==> config.mk <==
export PLATFORM = sky130hd
export DESIGN_NAME = uart_rx_cfg
export DESIGN_NICKNAME = d
export VERILOG_FILES = /design/src/rtl/uart_pkg.sv /design/src/rtl/uart_rx_sampler.sv /design/src/rtl/uart_rx_cfg.sv
export SDC_FILE = /design/constraint.sdc
export NUM_CORES = 1
export LEC_CHECK = 0
export CORE_MARGIN = 2
export CORE_UTILIZATION = 55
export CTS_BUF_LIST = sky130_fd_sc_hd__clkbuf_4
export CTS_CLUSTER_SIZE = 40
export DETAILED_ROUTE_END_ITERATION = 8
export PLACE_DENSITY = 0.91
export SLEW_MARGIN = 0
export SYNTH_ARGS = -nofsm -noshare
export SYNTH_HDL_FRONTEND = slang
export SYNTH_SLANG_ARGS = --single-unit
==> constraint.sdc <==
create_clock -name i_clk -period 3.85 [get_ports i_clk]
set_input_delay 0.77 -clock i_clk [delete_from_list [all_inputs] [get_ports i_clk]]
set_output_delay 0.77 -clock i_clk [all_outputs]
set_load 0.005 [all_outputs]
==> src/rtl/uart_pkg.sv <==
// Shared types and helpers for the configurable UART receiver.
// State encoding, minimum divisor and parity helper.
package uart_pkg;

  localparam int STATE_W = 3;
  localparam int MIN_DIV = 4;

  typedef enum logic [STATE_W-1:0] {
    IDLE,
    START,
    DATA,
    PARITY,
    STOP,
    DONE,
    BRK
  } state_e;

  // Expected parity bit for a zero-extended data word.
  function automatic logic par_bit(
    input logic [15:0] data,
    input logic        odd
  );
    return (^data) ^ odd;
  endfunction

endpackage

==> src/rtl/uart_rx_sampler.sv <==
// RX synchroniser, bit-period counter and 3-tap majority voter.
// Strobes o_strobe with the voted bit at count mid+1.
module uart_rx_sampler #(
  parameter int CNT_W       = 16,
  parameter int SYNC_STAGES = 2
) (
  input  logic             i_clk,
  input  logic             i_rst_n,
  input  logic             i_data,
  input  logic [CNT_W-1:0] i_div,
  input  logic             i_run,
  input  logic             i_clr,
  output logic             o_rx_s,
  output logic             o_strobe,
  output logic             o_bit
);

  logic [SYNC_STAGES-1:0] sync_q, sync_d;
  logic [1:0]             hist_q, hist_d;
  logic [CNT_W-1:0]       cnt_q, cnt_d;
  logic [CNT_W-1:0]       mid;

  assign o_rx_s = sync_q[SYNC_STAGES-1];

  always_comb begin
    sync_d = {sync_q[SYNC_STAGES-2:0], i_data};
    hist_d = {hist_q[0], o_rx_s};
    mid    = (i_div - 1'b1) >> 1;
    // Wrap at div-1 so the counter never overflows inside a bit.
    if (!i_run || i_clr) begin
      cnt_d = '0;
    end else if (cnt_q == i_div - 1'b1) begin
      cnt_d = '0;
    end else begin
      cnt_d = cnt_q + 1'b1;
    end
    o_strobe = i_run && (cnt_q == mid + 1'b1);
    o_bit    = (hist_q[1] & hist_q[0]) |
               (hist_q[1] & o_rx_s)    |
               (hist_q[0] & o_rx_s);
  end

  always_ff @(posedge i_clk) begin
    if (!i_rst_n) begin
      sync_q <= '1;
      hist_q <= 2'b11;
      cnt_q  <= '0;
    end else begin
      sync_q <= sync_d;
      hist_q <= hist_d;
      cnt_q  <= cnt_d;
    end
  end

endmodule

==> src/rtl/uart_rx_cfg.sv <==
// Runtime-configurable UART receiver with error flags and
// a valid/ready output register.
module uart_rx_cfg
  import uart_pkg::*;
#(
  parameter int DATA_BITS   = 8,
  parameter int CNT_W       = 16,
  parameter int SYNC_STAGES = 2
) (
  input  logic                 i_clk,
  input  logic                 i_rst_n,
  input  logic                 i_data,
  input  logic [CNT_W-1:0]     i_clks_per_bit,
  input  logic                 i_parity_en,
  input  logic                 i_parity_odd,
  input  logic                 i_two_stop,
  output logic [DATA_BITS-1:0] o_data,
  output logic                 o_valid,
  input  logic                 i_ready,
  output logic                 o_parity_err,
  output logic                 o_frame_err,
  output logic                 o_break,
  output logic                 o_overrun,
  output logic                 o_busy
);

  localparam int IDX_W = $clog2(DATA_BITS);

  state_e               state_q, state_d;
  logic [CNT_W-1:0]     div_q, div_d;
  logic                 pen_q, pen_d;
  logic                 podd_q, podd_d;
  logic                 two_q, two_d;
  logic [DATA_BITS-1:0] sh_q, sh_d;
  logic [IDX_W-1:0]     idx_q, idx_d;
  logic                 stop2_q, stop2_d;
  logic                 perr_q, perr_d;
  logic                 ferr_q, ferr_d;
  logic                 hi_q, hi_d;

  logic [DATA_BITS-1:0] data_q, data_d;
  logic                 valid_q, valid_d;
  logic                 operr_q, operr_d;
  logic                 oferr_q, oferr_d;
  logic                 obrk_q, obrk_d;
  logic                 ovr_q, ovr_d;

  logic                 rx_s, strobe, vbit;
  logic                 run, clr, brk;
  logic                 accept, commit;
  logic [CNT_W-1:0]     div_in;

  uart_rx_sampler #(
    .CNT_W       (CNT_W),
    .SYNC_STAGES (SYNC_STAGES)
  ) u_sampler (
    .i_clk    (i_clk),
    .i_rst_n  (i_rst_n),
    .i_data   (i_data),
    .i_div    (div_q),
    .i_run    (run),
    .i_clr    (clr),
    .o_rx_s   (rx_s),
    .o_strobe (strobe),
    .o_bit    (vbit)
  );

  always_comb begin
    state_d = state_q;
    div_d   = div_q;
    pen_d   = pen_q;
    podd_d  = podd_q;
    two_d   = two_q;
    sh_d    = sh_q;
    idx_d   = idx_q;
    stop2_d = stop2_q;
    perr_d  = perr_q;
    ferr_d  = ferr_q;
    hi_d    = hi_q;
    clr     = 1'b0;
    div_in  = (i_clks_per_bit < CNT_W'(MIN_DIV)) ?
              CNT_W'(MIN_DIV) : i_clks_per_bit;
    run     = (state_q == START) || (state_q == DATA) ||
              (state_q == PARITY) || (state_q == STOP);
    // Break: all data, parity and stop samples were low.
    brk     = (sh_q == '0) && !hi_q;

    unique case (state_q)
      IDLE: begin
        if (!rx_s) begin
          state_d = START;
          div_d   = div_in;
          pen_d   = i_parity_en;
          podd_d  = i_parity_odd;
          two_d   = i_two_stop;
        end
      end
      START: begin
        if (strobe) begin
          clr = 1'b1;
          if (!vbit) begin
            state_d = DATA;
            idx_d   = '0;
            stop2_d = 1'b0;
            perr_d  = 1'b0;
            ferr_d  = 1'b0;
            hi_d    = 1'b0;
          end else begin
            state_d = IDLE;
          end
        end
      end
      DATA: begin
        if (strobe) begin
          sh_d  = {vbit, sh_q[DATA_BITS-1:1]};
          idx_d = idx_q + 1'b1;
          if (idx_q == IDX_W'(DATA_BITS - 1)) begin
            state_d = pen_q ? PARITY : STOP;
          end
        end
      end
      PARITY: begin
        if (strobe) begin
          hi_d    = hi_q | vbit;
          perr_d  = vbit != par_bit(16'(sh_q), podd_q);
          state_d = STOP;
        end
      end
      STOP: begin
        if (strobe) begin
          ferr_d = ferr_q | ~vbit;
          hi_d   = hi_q | vbit;
          if (two_q && !stop2_q) begin
            stop2_d = 1'b1;
          end else begin
            state_d = DONE;
          end
        end
      end
      DONE:    state_d = brk ? BRK : IDLE;
      BRK:     if (rx_s) state_d = IDLE;
      default: state_d = IDLE;
    endcase
  end

  always_comb begin
    data_d  = data_q;
    valid_d = valid_q;
    operr_d = operr_q;
    oferr_d = oferr_q;
    obrk_d  = obrk_q;
    ovr_d   = ovr_q;
    accept  = valid_q && i_ready;
    commit  = (state_q == DONE) && (!valid_q || i_ready);
    if (commit) begin
      data_d  = brk ? '0 : sh_q;
      valid_d = 1'b1;
      operr_d = perr_q && !brk;
      oferr_d = ferr_q;
      obrk_d  = brk;
      ovr_d   = 1'b0;
    end else if (accept) begin
      valid_d = 1'b0;
      operr_d = 1'b0;
      oferr_d = 1'b0;
      obrk_d  = 1'b0;
      ovr_d   = 1'b0;
    end else if (state_q == DONE) begin
      ovr_d   = 1'b1;
    end
  end

  always_ff @(posedge i_clk) begin
    if (!i_rst_n) begin
      state_q <= IDLE;
      div_q   <= CNT_W'(MIN_DIV);
      pen_q   <= 1'b0;
      podd_q  <= 1'b0;
      two_q   <= 1'b0;
      sh_q    <= '0;
      idx_q   <= '0;
      stop2_q <= 1'b0;
      perr_q  <= 1'b0;
      ferr_q  <= 1'b0;
      hi_q    <= 1'b0;
      data_q  <= '0;
      valid_q <= 1'b0;
      operr_q <= 1'b0;
      oferr_q <= 1'b0;
      obrk_q  <= 1'b0;
      ovr_q   <= 1'b0;
    end else begin
      state_q <= state_d;
      div_q   <= div_d;
      pen_q   <= pen_d;
      podd_q  <= podd_d;
      two_q   <= two_d;
      sh_q    <= sh_d;
      idx_q   <= idx_d;
      stop2_q <= stop2_d;
      perr_q  <= perr_d;
      ferr_q  <= ferr_d;
      hi_q    <= hi_d;
      data_q  <= data_d;
      valid_q <= valid_d;
      operr_q <= operr_d;
      oferr_q <= oferr_d;
      obrk_q  <= obrk_d;
      ovr_q   <= ovr_d;
    end
  end

  assign o_data       = data_q;
  assign o_valid      = valid_q;
  assign o_parity_err = operr_q;
  assign o_frame_err  = oferr_q;
  assign o_break      = obrk_q;
  assign o_overrun    = ovr_q;
  assign o_busy       = (state_q != IDLE);

endmodule

==> run metrics, run 1 <==
status finished, final reports clean; Tightest Hold Check Type reg2reg; Slew @ Worst Pin 1.15 ns; worst IR drop on VDD 410 uV; initial antenna violation count 0; # fillers 631; syn_area_per_cell 8.14 um^2; Slew HR 22.9%; top cell type's share of synthesized area 31.4%; share of layout cells above drive strength 1 12.1%; IO Port Bufs 36; Nets 613; Ys Warns 0; FP Rows 32; Synth cell types 80; CTS clk-pin slew, worst paths 0.13 ns; DR WL/cell 16.1 um; Post-DP Area 4940 um^2; io pins 37; total CTS buffers 9; area grow syn2layout 15.5%; hold path start u_sampler.sync_q[0]; WP buf/inv 2; Synth Net Count 581; CTS tree done; vias in the first global route 3,976; Area contributors post-synth dfxtp_1 31%, xnor2_1 8.4%, nor2_1 5.5%, nand2_1 5.2%, xor2_1 3.7%; DRC 0; Final WS setup 0.154 ns; Post-synth ARST share 0%; Pwr per Cell Area 368 nW/um^2; CP arrival 4.06 ns; Crit. End Element flop; Pre-antenna DRT Iters 7; Pleak 1.78 nW; Hold-fix buffers, CTS 0; HPWL after DPL 7.96 mm; initial core utilization 57.2%; cell with the most instances after synthesis dfxtp_1; max-slew violations 0; Die Span X 94.1 um; Reg-to-Reg Start div_q[0]; n_diodes 0; Setup Skew 0.0238 ns; reg2reg path depth 13; clock latency on the worst-skew pair 0.43 ns; Worst Path Required 4.21 ns; initial detailed-routing violation count 291; clk buf depth 2; first element of the critical path div_q[0]; Fin. Hold Viols 0; Post-Syn Instances 549; Cell Chain, Critical Path inv_1, ha_2, or4b_1, a21oi_1, o22a_1, nand2_2, nor4_1, a31oi_1, or4_4, nor3_4, buf_4, a31oi_1, nor2b_1; setup TNS 0 ns; die height 94.1 um; Post-Route WL 11.1 mm; hold path depth 1; core area 7810 um^2; fin area 5160 um^2; total of max-cap violations 0; post-DR vias/cell 6.02; Clock Sinks 70; most frequently used flop master after synthesis dfxtp_1; H-tree depth 3; slowest stage delay, CP 0.62 ns; Tcrit/Tclk final 96.0%; Post-DRT Antenna Nets 0; first-pass GRT wire length 18.0 mm; #FFs+latches synth 70; global placement routability congestion 0.906; slowest CP cell or4_4; final setup fails 0; most frequent CP cell a31oi_1; dpl ws 0.0404 ns; worst-path fanout max 11; GR Util All Layers 25.2%; register area share after synthesis 31.4%; cell depth of the worst setup path 13; via count 4,142; post-synthesis cell area 4470 um^2; Post-synth EDFFs 0; Max Fclk 271 MHz; full die area 8860 um^2; most common library cells after synthesis 70 x dfxtp_1, 66 x nor2_1, 62 x nand2_1; delay-heaviest family, CP simple AND/OR/NAND/NOR gates; cell taking the most area after synthesis dfxtp_1; GRT Residual Overflow 0; min cycle time layout 3.70 ns; Critical Path Source Type flop; Root Buffer clkbuf_4; worst setup path category reg2reg; largest net degree at the start of global routing 41
-- where the power goes --
group          leakage (nW)  switching [mW]  total [mW]  internal, mW
Clock                0.0670           0.288       0.433         0.144
Sequential            0.566          0.0710       0.831         0.760
Combinational          1.14           0.352       0.635         0.283
Total                  1.78           0.712        1.90          1.19
-- path summary, 6_finish.rpt --
kind / end / slack, ns
worst max-delay path: ferr_q / 0.15
worst min-delay path: u_sampler.sync_q[1] / 0.45
worst max register to register: ferr_q / 0.15
worst min register to register: u_sampler.sync_q[1] / 0.45
-- logic make-up after synthesis --
| group | count (synthesis) | synth area share (%) |
|---|---|---|
| AOI/OAI and AO/OA | 106 | 17.9 |
| adders and majority gates | 10 | 2.74 |
| muxes | 11 | 2.49 |
| xor gates and xnor gates | 64 | 13.0 |
| buffers and inverters | 58 | 5.49 |
| DFF | 70 | 31.4 |
| and+or+nand+nor | 230 | 27.0 |
-- per-layer routing --
layer,vias up,GRT usage (%),part of all wire (%)
met3,32,6.98,6.0
li1,1989,-,-
met2,132,44.6,51
met4,0,8.45,2.0
met1,1989,29.0,41
met5,-,0,0
-- layout by cell type, fill, tap and decap left out, types with 7 or more instances in the layout --
master and count:
dfxtp_1 70, nor2_1 66, nand2_1 61, xnor2_1 43, clkdlybuf4s50_1 36, a21oi_1 26
inv_1 22, buf_4 20, xor2_1 18, nand3_1 15, a22oi_1 11, o21ai_0 10
a31oi_1 10, mux2i_1 10, clkbuf_4 10, nor4_1 9, nor3_1 8, ha_1 8
or3_1 7, nand2b_1 7
-- worst reg2reg max path, delay by kind of cell, from the launching register on --
kind / cells / cell delay [ns]
adders and majority gates: 1 / 0.32
and+or+nand+nor: 6 / 2.06
buffers and inverters: 2 / 0.25
AOI/OAI and AO/OA: 4 / 0.64
DFF: 1 / 0.34
-- area by class of cell --
class	count	area, um^2	share of cell area, %
Sequential cell	70	1400	27.1
Timing Repair Buffer	57	522	10.1
Tap cell	102	128	2.47
Clock buffer	10	75.1	1.45
Multi-Input combinational cell	421	2910	56.3
Clock inverter	6	47.5	0.921
Inverter	22	82.6	1.60
-- timing repair --
| item | in CTS | in global routing |
|---|---|---|
| buffers inserted | 0 | 3 |
| endpoints found under the setup margin | 3 | 34 |
| gates resized for setup | 1 | 12 |
| pin swaps | 0 | 1 |
-- per-stage QoR --
step	hold WS (ns)	cells	util (%)	power, mW
2_1_floorplan	0.386	549	-	1.28
3_3_place_gp	0.396	669	63.2	1.40
3_5_place_dp	0.417	669	63.2	1.42
4_1_cts	0.452	685	64.9	1.86
5_1_grt	0.492	688	66.1	1.99
6_report	0.450	688	66.1	1.90
-- sequential cells by signal, indices dropped and copies added, names as in the netlist, 2 cells and up --
name and flops:
o_data 8, idx_q 3, u_sampler.sync_q 2, div_q 16
u_sampler.hist_q 2, u_sampler.cnt_q 16, state_q 3, sh_q 8
No activity file was read; power rests on OpenSTA's default activity.
==> run 2: changes to the inputs <==
--- a/config.mk
+++ b/config.mk
@@ -5,6 +5,7 @@
 export SDC_FILE = /design/constraint.sdc
 export NUM_CORES = 1
 export LEC_CHECK = 0
+export CAP_MARGIN = 5
 export CORE_MARGIN = 2
 export CORE_UTILIZATION = 55
 export CTS_BUF_LIST = sky130_fd_sc_hd__clkbuf_4
==> results of run 2 <==
Same layout as run 1: the final DEF is identical, and so are final timing and power.
==> run 3: changes to the inputs <==
--- a/config.mk
+++ b/config.mk
@@ -9,8 +9,10 @@
 export CORE_MARGIN = 2
 export CORE_UTILIZATION = 55
 export CTS_BUF_LIST = sky130_fd_sc_hd__clkbuf_4
+export CTS_CLUSTER_DIAMETER = 60
 export CTS_CLUSTER_SIZE = 40
 export DETAILED_ROUTE_END_ITERATION = 8
+export GPL_TIMING_DRIVEN = 0
 export PLACE_DENSITY = 0.91
 export SLEW_MARGIN = 0
 export SYNTH_ARGS = -nofsm -noshare
==> run metrics, run 3 (synthesis gave the netlist of run 1 again) <==
status complete, but fails checks (was finished, final reports clean); failing checks negative setup slack; total CTS buffers 9 (unchanged); Clock Sinks 70 (unchanged); Fin. Hold Viols 0 (unchanged); CTS clk-pin slew, worst paths 0.14 ns (was 0.13 ns); IO Port Bufs 35 (was 36); Nets 639 (was 613); share of layout cells above drive strength 1 15.4% (was 12.1%); delay-heaviest family, CP simple AND/OR/NAND/NOR gates (unchanged); worst-path fanout max 10 (was 11); worst IR drop on VDD 287 uV (was 410 uV); Reg-to-Reg Start div_q[5] (was div_q[0]); initial antenna violation count 0 (unchanged); H-tree depth 3 (unchanged); reg2reg setup slack -0.14 ns (was 0.15 ns); io pins 37 (unchanged); internal power 1.23 mW (was 1.19 mW); Die Span X 94.1 um (unchanged); Setup Skew 0.0242 ns (was 0.0238 ns); Switch Pwr 0.807 mW (was 0.712 mW); Tightest Hold Check Type reg2reg (unchanged); Seq pwr share 39.4% (was 43.8%); core area 7810 um^2 (unchanged); Crit. End Element flop (unchanged); placed insts 686 (was 669); hold path depth 1 (unchanged); total of max-cap violations 0 (unchanged); vias in the first global route 4,277 (was 3,976); most common cell after layout, fill and taps aside dfxtp_1 (unchanged); Root Buffer clkbuf_4 (unchanged); final setup fails 24 (was 0); Final WS setup -0.141 ns (was 0.154 ns); Comb power frac 36.7% (was 33.4%); Hold-fix buffers, CTS 0 (unchanged); GR Util All Layers 27.3% (was 25.2%); Pwr per Cell Area 371 nW/um^2 (was 368 nW/um^2); initial detailed-routing violation count 306 (was 291); area grow syn2layout 22.7% (was 15.5%); largest net degree at the start of global routing 17 (was 41); slowest stage delay, CP 0.58 ns (was 0.62 ns); GRT Residual Overflow 0 (unchanged); first element of the critical path div_q[5] (was div_q[0]); Layout Cells excl Fill 714 (was 688); max-slew violations 0 (unchanged); Post-DRT Antenna Nets 0 (unchanged); Cell Chain, Critical Path buf_2, nor4_1, nand2_1, xor2_1, xor2_1, nor4bb_1, a21oi_1, or4_4, o31ai_1, and2_1, mux2i_1 (was inv_1, ha_2, or4b_1, a21oi_1, o22a_1, nand2_2, nor4_1, a31oi_1, or4_4, nor3_4, buf_4, a31oi_1, nor2b_1); DR WL/cell 18.0 um (was 16.1 um); largest registers div_q x16, u_sampler.cnt_q x16 (unchanged); post-DR vias/cell 6.26 (was 6.02); clock power share 23.8% (was 22.8%); cell depth of the worst setup path 11 (was 13); Max Fclk 251 MHz (was 271 MHz); switching part of the total 39.6% (was 37.5%); most frequent CP cell xor2_1 (was a31oi_1); Pre-antenna DRT Iters 5 (was 7); die height 94.1 um (unchanged); first-pass GRT wire length 19.4 mm (was 18.0 mm); most frequent cells in the layout 67 x dfxtp_1, 64 x nor2_1, 61 x nand2_1, 42 x xnor2_1, 35 x clkdlybuf4s50_1 (was 70 x dfxtp_1, 66 x nor2_1, 61 x nand2_1, 43 x xnor2_1, 36 x clkdlybuf4s50_1); Slew @ Worst Pin 0.655 ns (was 1.15 ns); Post-Route WL 12.8 mm (was 11.1 mm); Worst Path Required 4.24 ns (was 4.21 ns); clock latency on the worst-skew pair 0.45 ns (was 0.43 ns); n_diodes 0 (unchanged); FP Rows 32 (unchanged); Slew HR 55.9% (was 22.9%); reg2reg path depth 11 (was 13); clk buf depth 2 (unchanged); worst setup path category reg2reg (unchanged); hold path start u_sampler.sync_q[0] (unchanged); global placement routability congestion 0.899 (was 0.906); CTS tree done (unchanged); min cycle time layout 3.99 ns (was 3.70 ns); CP arrival 4.38 ns (was 4.06 ns); via count 4,473 (was 4,142); dpl ws -0.617 ns (was 0.0404 ns); initial core utilization 57.2% (unchanged); Pleak 1.89 nW (was 1.78 nW); Critical Path Source Type flop (unchanged); HPWL after DPL 8.08 mm (was 7.96 mm); WP buf/inv 1 (was 2); DRC 0 (unchanged); full die area 8860 um^2 (unchanged); slowest CP cell nor4_1 (was or4_4); Tcrit/Tclk final 104% (was 96.0%)
run 3: final cells by class:
class	instances	area, um^2
inverter	22	82.6
buffer	33	175
tap	102	128
clock buffer	9	67.6
timing repair buffer	50	473
fill	546	2320
clock inverter	7	70.1
sequential	70	1410
multi-input combinational	421	3080
run 3: worst paths after layout:
check                         to
max                   state_q[2]
min          u_sampler.sync_q[1]
max reg2reg           state_q[2]
min reg2reg  u_sampler.sync_q[1]
run 3: what timing repair did:
| item | in CTS | in global routing |
|---|---|---|
| buffers inserted | 6 | 8 |
| resized for setup | 22 | 29 |
| endpoints found under the setup margin | 34 | 34 |
| cloned | 0 | 1 |
| pin swaps | 3 | 13 |
run 3: power by group through the flow:
stage               registers (mW)  logic [mW]  clock network (mW)
finish                       0.803       0.748               0.486
global route                 0.804       0.800               0.518
CTS                          0.795       0.672               0.486
detailed placement           0.810       0.625                   0
global placement             0.807       0.603                   0
floorplan                    0.801       0.475                   0
run 3: routing by layer:
layer	vias up	global-route usage [%]	wire, um
li1	2042	-	-
met2	251	48.5	6440
met5	-	0	0
met3	58	5.94	944
met4	0	12.0	512
met1	2122	31.3	4930
run 3: through the flow:
step	setup TNS, ns	hold WS (ns)	instance area (um^2)	total power [mW]	util [%]
2_1_floorplan	0	0.386	4480	1.28	-
3_3_place_gp	-13.12	0.395	4950	1.41	63.5
3_5_place_dp	-16.61	0.395	4950	1.44	63.5
4_1_cts	0	0.433	5270	1.95	67.5
5_1_grt	-1.10	0.445	5490	2.12	70.3
6_report	-1.18	0.429	5490	2.04	70.3
